===== src/rtl/dac_scheduler.sv =====
// Shares one serial DAC among NUM_CH requesters: round-robin grant, {ch,01,data} word build,
// MSB-first serialisation on nSync/dac_sclk/dac_din and nLdac update pulsing.
module dac_scheduler #(
    parameter int unsigned NUM_CH     = 4,
    parameter int unsigned SCLK_DIV   = 2,
    parameter int unsigned SYNC_GAP   = 2,
    parameter int unsigned LDAC_WIDTH = 2
) (
    input  logic                 ebi_clk,
    input  logic                 reset,
    input  logic                 enable,
    input  logic                 ldac_mode,
    input  logic [NUM_CH-1:0]    req,
    input  logic [12*NUM_CH-1:0] req_data,
    output logic [NUM_CH-1:0]    ack,
    output logic                 busy,
    output logic [15:0]          frame_cnt,
    output logic                 dac_sclk,
    output logic                 nSync,
    output logic                 nLdac,
    output logic                 dac_din
);
    localparam int unsigned CNT_A   = (SCLK_DIV > SYNC_GAP) ? SCLK_DIV : SYNC_GAP;
    localparam int unsigned CNT_MAX = (CNT_A > LDAC_WIDTH) ? CNT_A : LDAC_WIDTH;
    localparam int unsigned CNT_W   = $clog2(CNT_MAX + 1);
    localparam int unsigned IDX_W   = 2;
    localparam int unsigned DATA_W  = 12;
    localparam int unsigned HALF_W  = 5;

    typedef enum logic [2:0] {IDLE, ARB, SHIFT, GAP, LDAC} state_t;

    state_t             state, state_nx;
    logic [IDX_W-1:0]   ptr, ptr_nx, win, win_nx, win_c, hi_idx, lo_idx;
    logic               hi_found, any_req, start_c;
    logic [14:0]        shreg, shreg_nx;
    logic [HALF_W-1:0]  half, half_nx;
    logic [CNT_W-1:0]   cnt, cnt_nx;
    logic [15:0]        frame_cnt_nx;
    logic [NUM_CH-1:0]  ack_nx;
    logic               busy_nx, sclk_nx, nsync_nx, nldac_nx, din_nx;
    logic [DATA_W-1:0]  word_data;
    logic [15:0]        word;

    assign any_req = |req;

    // Round-robin pick: lowest request above the pointer, else lowest overall (wrap).
    always_comb begin
        hi_found = 1'b0;
        hi_idx   = '0;
        lo_idx   = '0;
        for (int i = NUM_CH - 1; i >= 0; i--) begin
            if (req[i]) begin
                lo_idx = IDX_W'(i);
                if (i > int'(ptr)) begin
                    hi_found = 1'b1;
                    hi_idx   = IDX_W'(i);
                end
            end
        end
        win_c = hi_found ? hi_idx : lo_idx;
    end

    always_comb begin
        word_data = '0;
        for (int i = 0; i < NUM_CH; i++) begin
            if (win == IDX_W'(i)) word_data = req_data[DATA_W*i +: DATA_W];
        end
        word = {win, 2'b01, word_data};
    end

    always_comb begin
        state_nx     = state;
        ptr_nx       = ptr;
        win_nx       = win;
        shreg_nx     = shreg;
        half_nx      = half;
        cnt_nx       = cnt;
        frame_cnt_nx = frame_cnt;
        busy_nx      = busy;
        sclk_nx      = dac_sclk;
        nsync_nx     = nSync;
        nldac_nx     = nLdac;
        din_nx       = dac_din;
        start_c      = 1'b0;
        unique case (state)
            IDLE: begin
                if (enable && any_req) start_c = 1'b1;
            end
            ARB: begin
                state_nx = SHIFT;
                shreg_nx = word[14:0];
                half_nx  = '0;
                cnt_nx   = '0;
                sclk_nx  = 1'b1;
                nsync_nx = 1'b0;
                din_nx   = word[15];
            end
            SHIFT: begin
                // Each half period is SCLK_DIV cycles; odd->even half boundaries are rising edges.
                if (cnt == CNT_W'(SCLK_DIV - 1)) begin
                    cnt_nx = '0;
                    if (half == HALF_W'(31)) begin
                        state_nx     = GAP;
                        sclk_nx      = 1'b1;
                        nsync_nx     = 1'b1;
                        din_nx       = 1'b0;
                        frame_cnt_nx = frame_cnt + 16'd1;
                    end else begin
                        half_nx = half + HALF_W'(1);
                        sclk_nx = ~dac_sclk;
                        if (half[0]) begin
                            shreg_nx = {shreg[13:0], 1'b0};
                            din_nx   = shreg[14];
                        end
                    end
                end else begin
                    cnt_nx = cnt + CNT_W'(1);
                end
            end
            GAP: begin
                if (cnt == CNT_W'(SYNC_GAP - 1)) begin
                    cnt_nx = '0;
                    if (ldac_mode && enable && any_req) begin
                        start_c = 1'b1;
                    end else begin
                        state_nx = LDAC;
                        nldac_nx = 1'b0;
                    end
                end else begin
                    cnt_nx = cnt + CNT_W'(1);
                end
            end
            LDAC: begin
                if (cnt == CNT_W'(LDAC_WIDTH - 1)) begin
                    cnt_nx   = '0;
                    state_nx = IDLE;
                    nldac_nx = 1'b1;
                    busy_nx  = 1'b0;
                end else begin
                    cnt_nx = cnt + CNT_W'(1);
                end
            end
            default: state_nx = IDLE;
        endcase
        // Grant is decided on entry to ARB so ack can be a flop asserted during ARB.
        if (start_c) begin
            state_nx = ARB;
            busy_nx  = 1'b1;
            win_nx   = win_c;
            ptr_nx   = win_c;
        end
    end

    always_comb begin
        ack_nx = '0;
        for (int i = 0; i < NUM_CH; i++) begin
            ack_nx[i] = start_c && (win_c == IDX_W'(i));
        end
    end

    always_ff @(posedge ebi_clk or posedge reset) begin
        if (reset) begin
            state     <= IDLE;
            ptr       <= IDX_W'(NUM_CH - 1);
            win       <= '0;
            shreg     <= '0;
            half      <= '0;
            cnt       <= '0;
            frame_cnt <= '0;
            ack       <= '0;
            busy      <= 1'b0;
            dac_sclk  <= 1'b1;
            nSync     <= 1'b1;
            nLdac     <= 1'b1;
            dac_din   <= 1'b0;
        end else begin
            state     <= state_nx;
            ptr       <= ptr_nx;
            win       <= win_nx;
            shreg     <= shreg_nx;
            half      <= half_nx;
            cnt       <= cnt_nx;
            frame_cnt <= frame_cnt_nx;
            ack       <= ack_nx;
            busy      <= busy_nx;
            dac_sclk  <= sclk_nx;
            nSync     <= nsync_nx;
            nLdac     <= nldac_nx;
            dac_din   <= din_nx;
        end
    end
endmodule


===== config.mk =====
export PLATFORM = sky130hd
export DESIGN_NAME = dac_scheduler
export DESIGN_NICKNAME = d
export VERILOG_FILES = /design/src/rtl/dac_scheduler.sv
export SDC_FILE = /design/constraint.sdc
export NUM_CORES = 1
export LEC_CHECK = 0
export CORE_MARGIN = 10
export CORE_UTILIZATION = 48
export DETAILED_ROUTE_END_ITERATION = 7
export PLACE_DENSITY_LB_ADDON = 0.25
export SYNTH_ARGS = -nofsm -noshare
export SYNTH_HDL_FRONTEND = slang
export SYNTH_SLANG_ARGS = --single-unit

===== constraint.sdc =====
create_clock -name ebi_clk -period 2.6 [get_ports ebi_clk]
set_input_delay 0.78 -clock ebi_clk [delete_from_list [all_inputs] [get_ports ebi_clk]]
set_output_delay 0.78 -clock ebi_clk [all_outputs]
set_load 0.02 [all_outputs]

Yosys cells after proc, flatten, opt, wreduce, memory -nomap -nowiden
Cells that the tools add are included.

word-level totals
  register bits after elaboration = 54
  bits of input ports = 56

cells by class
  reductions and logical operators = 26
  add/sub/neg operators = 3
  $lt $le $gt $ge = 3
  eq/ne operators = 26
  multiplexer cells = 58
  bitwise gates (word level) = 1

operators by type and width
  cell                   number
  $mux 12                4
  $mux 15                3
  $pmux 15 s2            1
  $mux 2                 12
  $mux 1                 22
  $mux 3                 6
  $ne 3x3->1 const B     6
  $add 16x1->16 const B  1
  $ne 2x2->1 const B     8
  $pmux 3 s5             1
  $reduce_and 3->1       4
  $mux 5                 2
  $pmux 1 s2             5
  $pmux 5 s2             1
  $reduce_bool 2->1      5
  $eq 2x2->1 const B     4
  $reduce_and 4->1       2
  $logic_and 1x1->1      7
  $eq 2x1->1 const B     3
  $eq 3x2->1 const B     2
  $reduce_and 6->1       1
  $add 5x1->5 const B    1
  $eq 5x5->1 const B     1
  $gt 2x2->1 const A     2
  11 further kinds       13

Logic depth before layout (Yosys ltp)
  word-level depth = 10
  depth in mapped cells = 9
  mapped depth without buffers = 7

Worst setup path after synthesis
OpenSTA, ideal clock, no wires.

  path type = flip-flop to flip-flop
  from = reg half[0]
  to = reg shreg[14]
  arrival = 2.207 ns
  cell stages (with the launch flop) = 10
  period minus slack after synthesis = 2.334 ns
  slack = 0.266 ns
  data required time = 2.473 ns
  buffers on the path = 3
  path through = dfrtp_1 -> ha_1 -> and3_1 -> ha_1 -> buf_4 -> or4b_2 -> o21ai_1 -> buf_4 -> buf_4 -> a31oi_1

on the way
  longest elaborated chain between the ends = 3
  elaborated cells on any way between the ends = 4

ends and longest elaborated chain
  item                                 line  text
  from (decl)                          36    logic [HALF_W-1:0] half, half_nx;
  from (signal assigned)               181   half <= half_nx;
  $eq 5x5->1                           102   if (half == HALF_W'(31)) begin
  $ne 2x2->1 (no source line)          --
  $reduce_and 4->1 (no source line) *  --
  to (signal assigned)                 180   shreg <= shreg_nx;
  to (decl)                            35    logic [14:0] shreg, shreg_nx;

Mark *: on every way between the ends. The rest lies on a longest branch, timed or not.
A chain may end at the register's enable or synchronous reset.

Worst setup path after layout
  from = reg half[0]
  to = reg shreg[3]

Same word-level chain as after synthesis.

==> results by stage <==
Critical path:
- The path depth of the worst reg2reg path is 8.
- The worst setup path is launched from a register.
- Grouping stages by cell kind, the critical path spends the most delay in simple AND/OR/NAND/NOR gates.
- In this run the register-to-register setup slack is 180 ps.
- Data arrives at the worst endpoint at 2630 ps.
- Traced cell by cell, the critical path runs through ha_1, and3_1, ha_1, or4b_2, o21ai_1, buf_12, nor2_1, a31oi_1.
- The worst setup path is captured at a register.
- The startpoint of the worst register-to-register path is half[0].
- Data on the critical path is required at its endpoint by 2810 ps.
- The worst setup path is of the reg2reg kind.
- Along the worst path, the maximum fanout reaches 29.
- The cell type of the slowest stage on the worst timing path is sky130_fd_sc_hd__or4b_2.
- The largest stage delay on the critical path is 610 ps.
- The number of buffer and inverter stages on the critical path is 1.
- The cell that appears most often on the critical path is sky130_fd_sc_hd__ha_1.
- The endpoint of the worst register-to-register path is shreg[3].

Placed design:
- Port buffering added 80 buffers.
- After detailed placement, the design holds a cell count of 429.
- Summed over all nets, the half-perimeter wirelength after detailed placement is 5.79 mm.
- At the end of routability-driven placement, the weighted congestion stood at 0.826.

Yosys:
- The share of flip-flops with an asynchronous set or reset after synthesis is 100%.
- Summing the sequential cell areas from Yosys gives 47.4% of the chip area.
- Sorting the synthesized cells by area gives the leading types as sky130_fd_sc_hd__dfrtp_1 43%, sky130_fd_sc_hd__mux4_2 9.4%, sky130_fd_sc_hd__nand2_1 5.0%.
- When the netlist entered floorplanning its net count stood at 338.
- Synthesis instantiated 50 different standard cells from the library.
- Yosys mapped a number of flops with a built-in enable equal to 0.
- The post-synthesis instance area is 0.00287 mm².
- The post-synthesis cell type with the largest combined area is sky130_fd_sc_hd__dfrtp_1.
- The Yosys step of the flow raised 0 warnings.
- The average instance in the mapped netlist occupies 10.3 µm².
- The count of mapped cells out of synthesis is 279.
- The synthesized flop and latch total is 54.
- The share of synthesized area in the top cell type comes to 42.8%.
- For this run, the leading register cell type out of synthesis is sky130_fd_sc_hd__dfrtp_1.

Timing:
- On the final layout, the worst hold slack is 465 ps.
- Summed over all failing endpoints, the final setup total negative slack is 0 ps.
- The number of hold violations in the final report was 0.
- The achievable frequency is 414 MHz.
- Setup violations remaining at the end of the flow were counted as 0.
- The final critical path takes up 92.9% of the cycle.
- The post-layout minimum cycle time is 2420 ps.
- At the pin with the least slew margin, the transition time is 570 ps.
- Clock skew on the completed layout was measured at 5.83 ps.
- Setup repair after global routing left no endpoint under its margin.
- The final count of pins violating max slew is 0.
- In this run the tightest slew margin relative to its limit is 61.5%.

Clocking:
- Clock tree synthesis inserted a total of 5 buffers.
- The clock reaches the later pin of the worst-skew pair after 300 ps.
- After clock tree synthesis, the flow added hold-fix buffers numbering 0.
- TritonCTS built the clock tree.
- No sink is reached through more buffers than the 2 on the longest clock path.
- The clock input transition at the sequential cells of the worst setup and hold paths is 90 ps.
- The post-CTS setup-driven buffer insertion count is 0.
- Once the clock tree was built, the resizer swapped 0 gates to a different size.
- The master cell of the clock root buffer is sky130_fd_sc_hd__clkbuf_8.
- The H-tree was split into 2 levels.
- The TritonCTS sink count is 54.

Routing:
- The met3 routed wirelength is 272 µm.
- The length of the first detailed-routing pass in iterations is 4.
- Dividing the detail-routed via count by the number of cells gives 5.34.
- The number of antenna-violating nets in the routed design is 0.
- The wire length on met1 is 2.91 mm.
- The routed layout has 2333 vias.
- The number of remaining DRC errors is 0.
- The detailed router's first-iteration violation count is 98.
- In this run the top signal layer used is met4.
- The final routed wirelength across all metal layers is 7.19 mm.
- Summed over all nets, wire length on met2 after detailed routing comes to 3.95 mm.
- In the final routed layout, each cell accounts on average for 16.5 µm.

Floorplan:
- The die boundary height is 97.3 µm.
- The region available for standard cell placement spans 0.00585 mm².
- The number of top-level pins is 81.
- For this configuration, the core starts out at a cell density of 49.0%.
- The floorplan has 28 rows.
- The die span in x is 97.3 µm.
- The die footprint is 0.00946 mm².

Global routing:
- The maximum number of pins on one net before global-route repair is 33.
- The number of antenna violations at the first check in global routing is 0.
- The global-route wire length before repair is 12.0 mm.
- The sum of overflow across all layers after global routing is 0.
- The all-layer global routing usage is 15.1%.
- The via count of the first global-routing pass is 2343.

Finish:
- Measured on the finished design, the core utilization comes to 66.8%.
- The area growth from synthesis to layout is 36.4%.
- In the final layout, flip-flops and latches occupy 0.00136 mm².
- After the last flow step, the layout net total stands at 420.
- The repair_antennas step left the layout with diodes totalling 0.
- The top cell types in the final layout, fill and taps aside, are 80 x sky130_fd_sc_hd__clkdlybuf4s50_1, 49 x sky130_fd_sc_hd__dfrtp_1, 38 x sky130_fd_sc_hd__nand2_1, 29 x sky130_fd_sc_hd__nor2_1, 13 x sky130_fd_sc_hd__xnor2_1.
- The post-route netlist has 14.1% of its cells at a drive strength greater than 1.
- Leaving out fill and tap cells, the most frequent cell in the layout is sky130_fd_sc_hd__clkdlybuf4s50_1.
- After the flow finishes, the layout carries non-filler instances totaling 437.
- In the final layout, the multi-input gates occupy 0.00139 mm².
- Fill cells in the final layout number 465.

Power:
- The leakage power is 1.63 nW.
- The power per cell area is 858 mW/mm².
- The peak supply drop is 0.000703 V.

Min path:
- The cell count of the worst hold path is 2.
- The startpoint identified for the worst hold timing path is nSync.
- For hold timing, the worst endpoint is nSync.
- The min-delay analysis places its worst path in the category reg2reg.

Job:
- The max-cap check violation count is 0.

Run status:
- The flow ran to the end, and the final reports show no timing, DRC or antenna violations.
synthesized netlist by cell type (6+ instances only):
cell,number
sky130_fd_sc_hd__dfrtp_1,49
sky130_fd_sc_hd__nand2_1,38
sky130_fd_sc_hd__nor2_1,29
sky130_fd_sc_hd__xnor2_1,13
sky130_fd_sc_hd__a31oi_1,12
sky130_fd_sc_hd__mux4_2,12
sky130_fd_sc_hd__nand3_1,11
sky130_fd_sc_hd__inv_1,10
sky130_fd_sc_hd__clkbuf_1,8
sky130_fd_sc_hd__o21ai_0,8
sky130_fd_sc_hd__nor3_1,7
sky130_fd_sc_hd__mux2_2,6
routing by layer:
metal,vias to the layer above,GRT usage [%]
met5,-,0
met4,0,3.13
met3,7,2.77
met2,48,27.5
met1,1134,17.9
li1,1144,-
layout make-up:
| type | instances | area share [%] |
|---|---|---|
| Clock buffer | 7 | 2.21 |
| Clock inverter | 1 | 0.768 |
| Inverter | 10 | 0.961 |
| Multi-Input combinational cell | 199 | 35.7 |
| Sequential cell | 54 | 34.7 |
| Tap cell | 75 | 2.40 |
| Timing Repair Buffer | 91 | 23.2 |
power breakdown:
part	total, mW	internal, mW	leakage [nW]	switching (mW)
registers	1.31	1.09	0.671	0.221
clock network	0.570	0.314	0.0585	0.255
logic	1.47	0.746	0.899	0.722
tightest hold or removal path, stage by stage, from the launching register on:
cell,delay [ps]
sky130_fd_sc_hd__dfstp_2,370
sky130_fd_sc_hd__nand2_1,50
sky130_fd_sc_hd__nand2_1,50
state kept, by name, indices dropped and copies added (netlist names):
name,flops
ack,4
busy,1
cnt,2
dac_din,1
dac_sclk,1
frame_cnt,16
half,5
nLdac,1
nSync,1
ptr,2
shreg,15
state,3
win,2
stage by stage:
stage | power [mW] | setup slack [ps] | instance area, µm²
floorplan | 2.37 | 266 | 2870
global placement | 2.77 | 144 | 3790
detailed placement | 2.81 | 82.7 | 3790
CTS | 3.39 | 164 | 3910
global route | 3.63 | 16.1 | 3910
finish | 3.35 | 184 | 3910
cell families after synthesis:
logic type | synth area share [%]
adder cells (fa/ha/maj) | 1.31
AND/OR/NAND/NOR | 21.4
AO/OA/AOI/OAI | 8.34
multiplexers | 12.1
buffers and inverters | 3.97
flip-flops | 47.4
XOR/XNOR | 5.50
worst max-delay path by stage:
| stage | to | slack (ps) | from | cells past startpoint |
|---|---|---|---|---|
| final | shreg[3] | 180 | half[0] | 8 |
| after global routing | shreg[2] | 20 | half[0] | 8 |
| after CTS | shreg[3] | 160 | half[0] | 8 |
| after detailed placement | win[0] | 80 | req[1] | 4 |
| after global placement | ack[3] | 140 | req[1] | 5 |
| after floorplan | shreg[14] | 270 | half[0] | 9 |
Power figures use the tool's default switching activity.
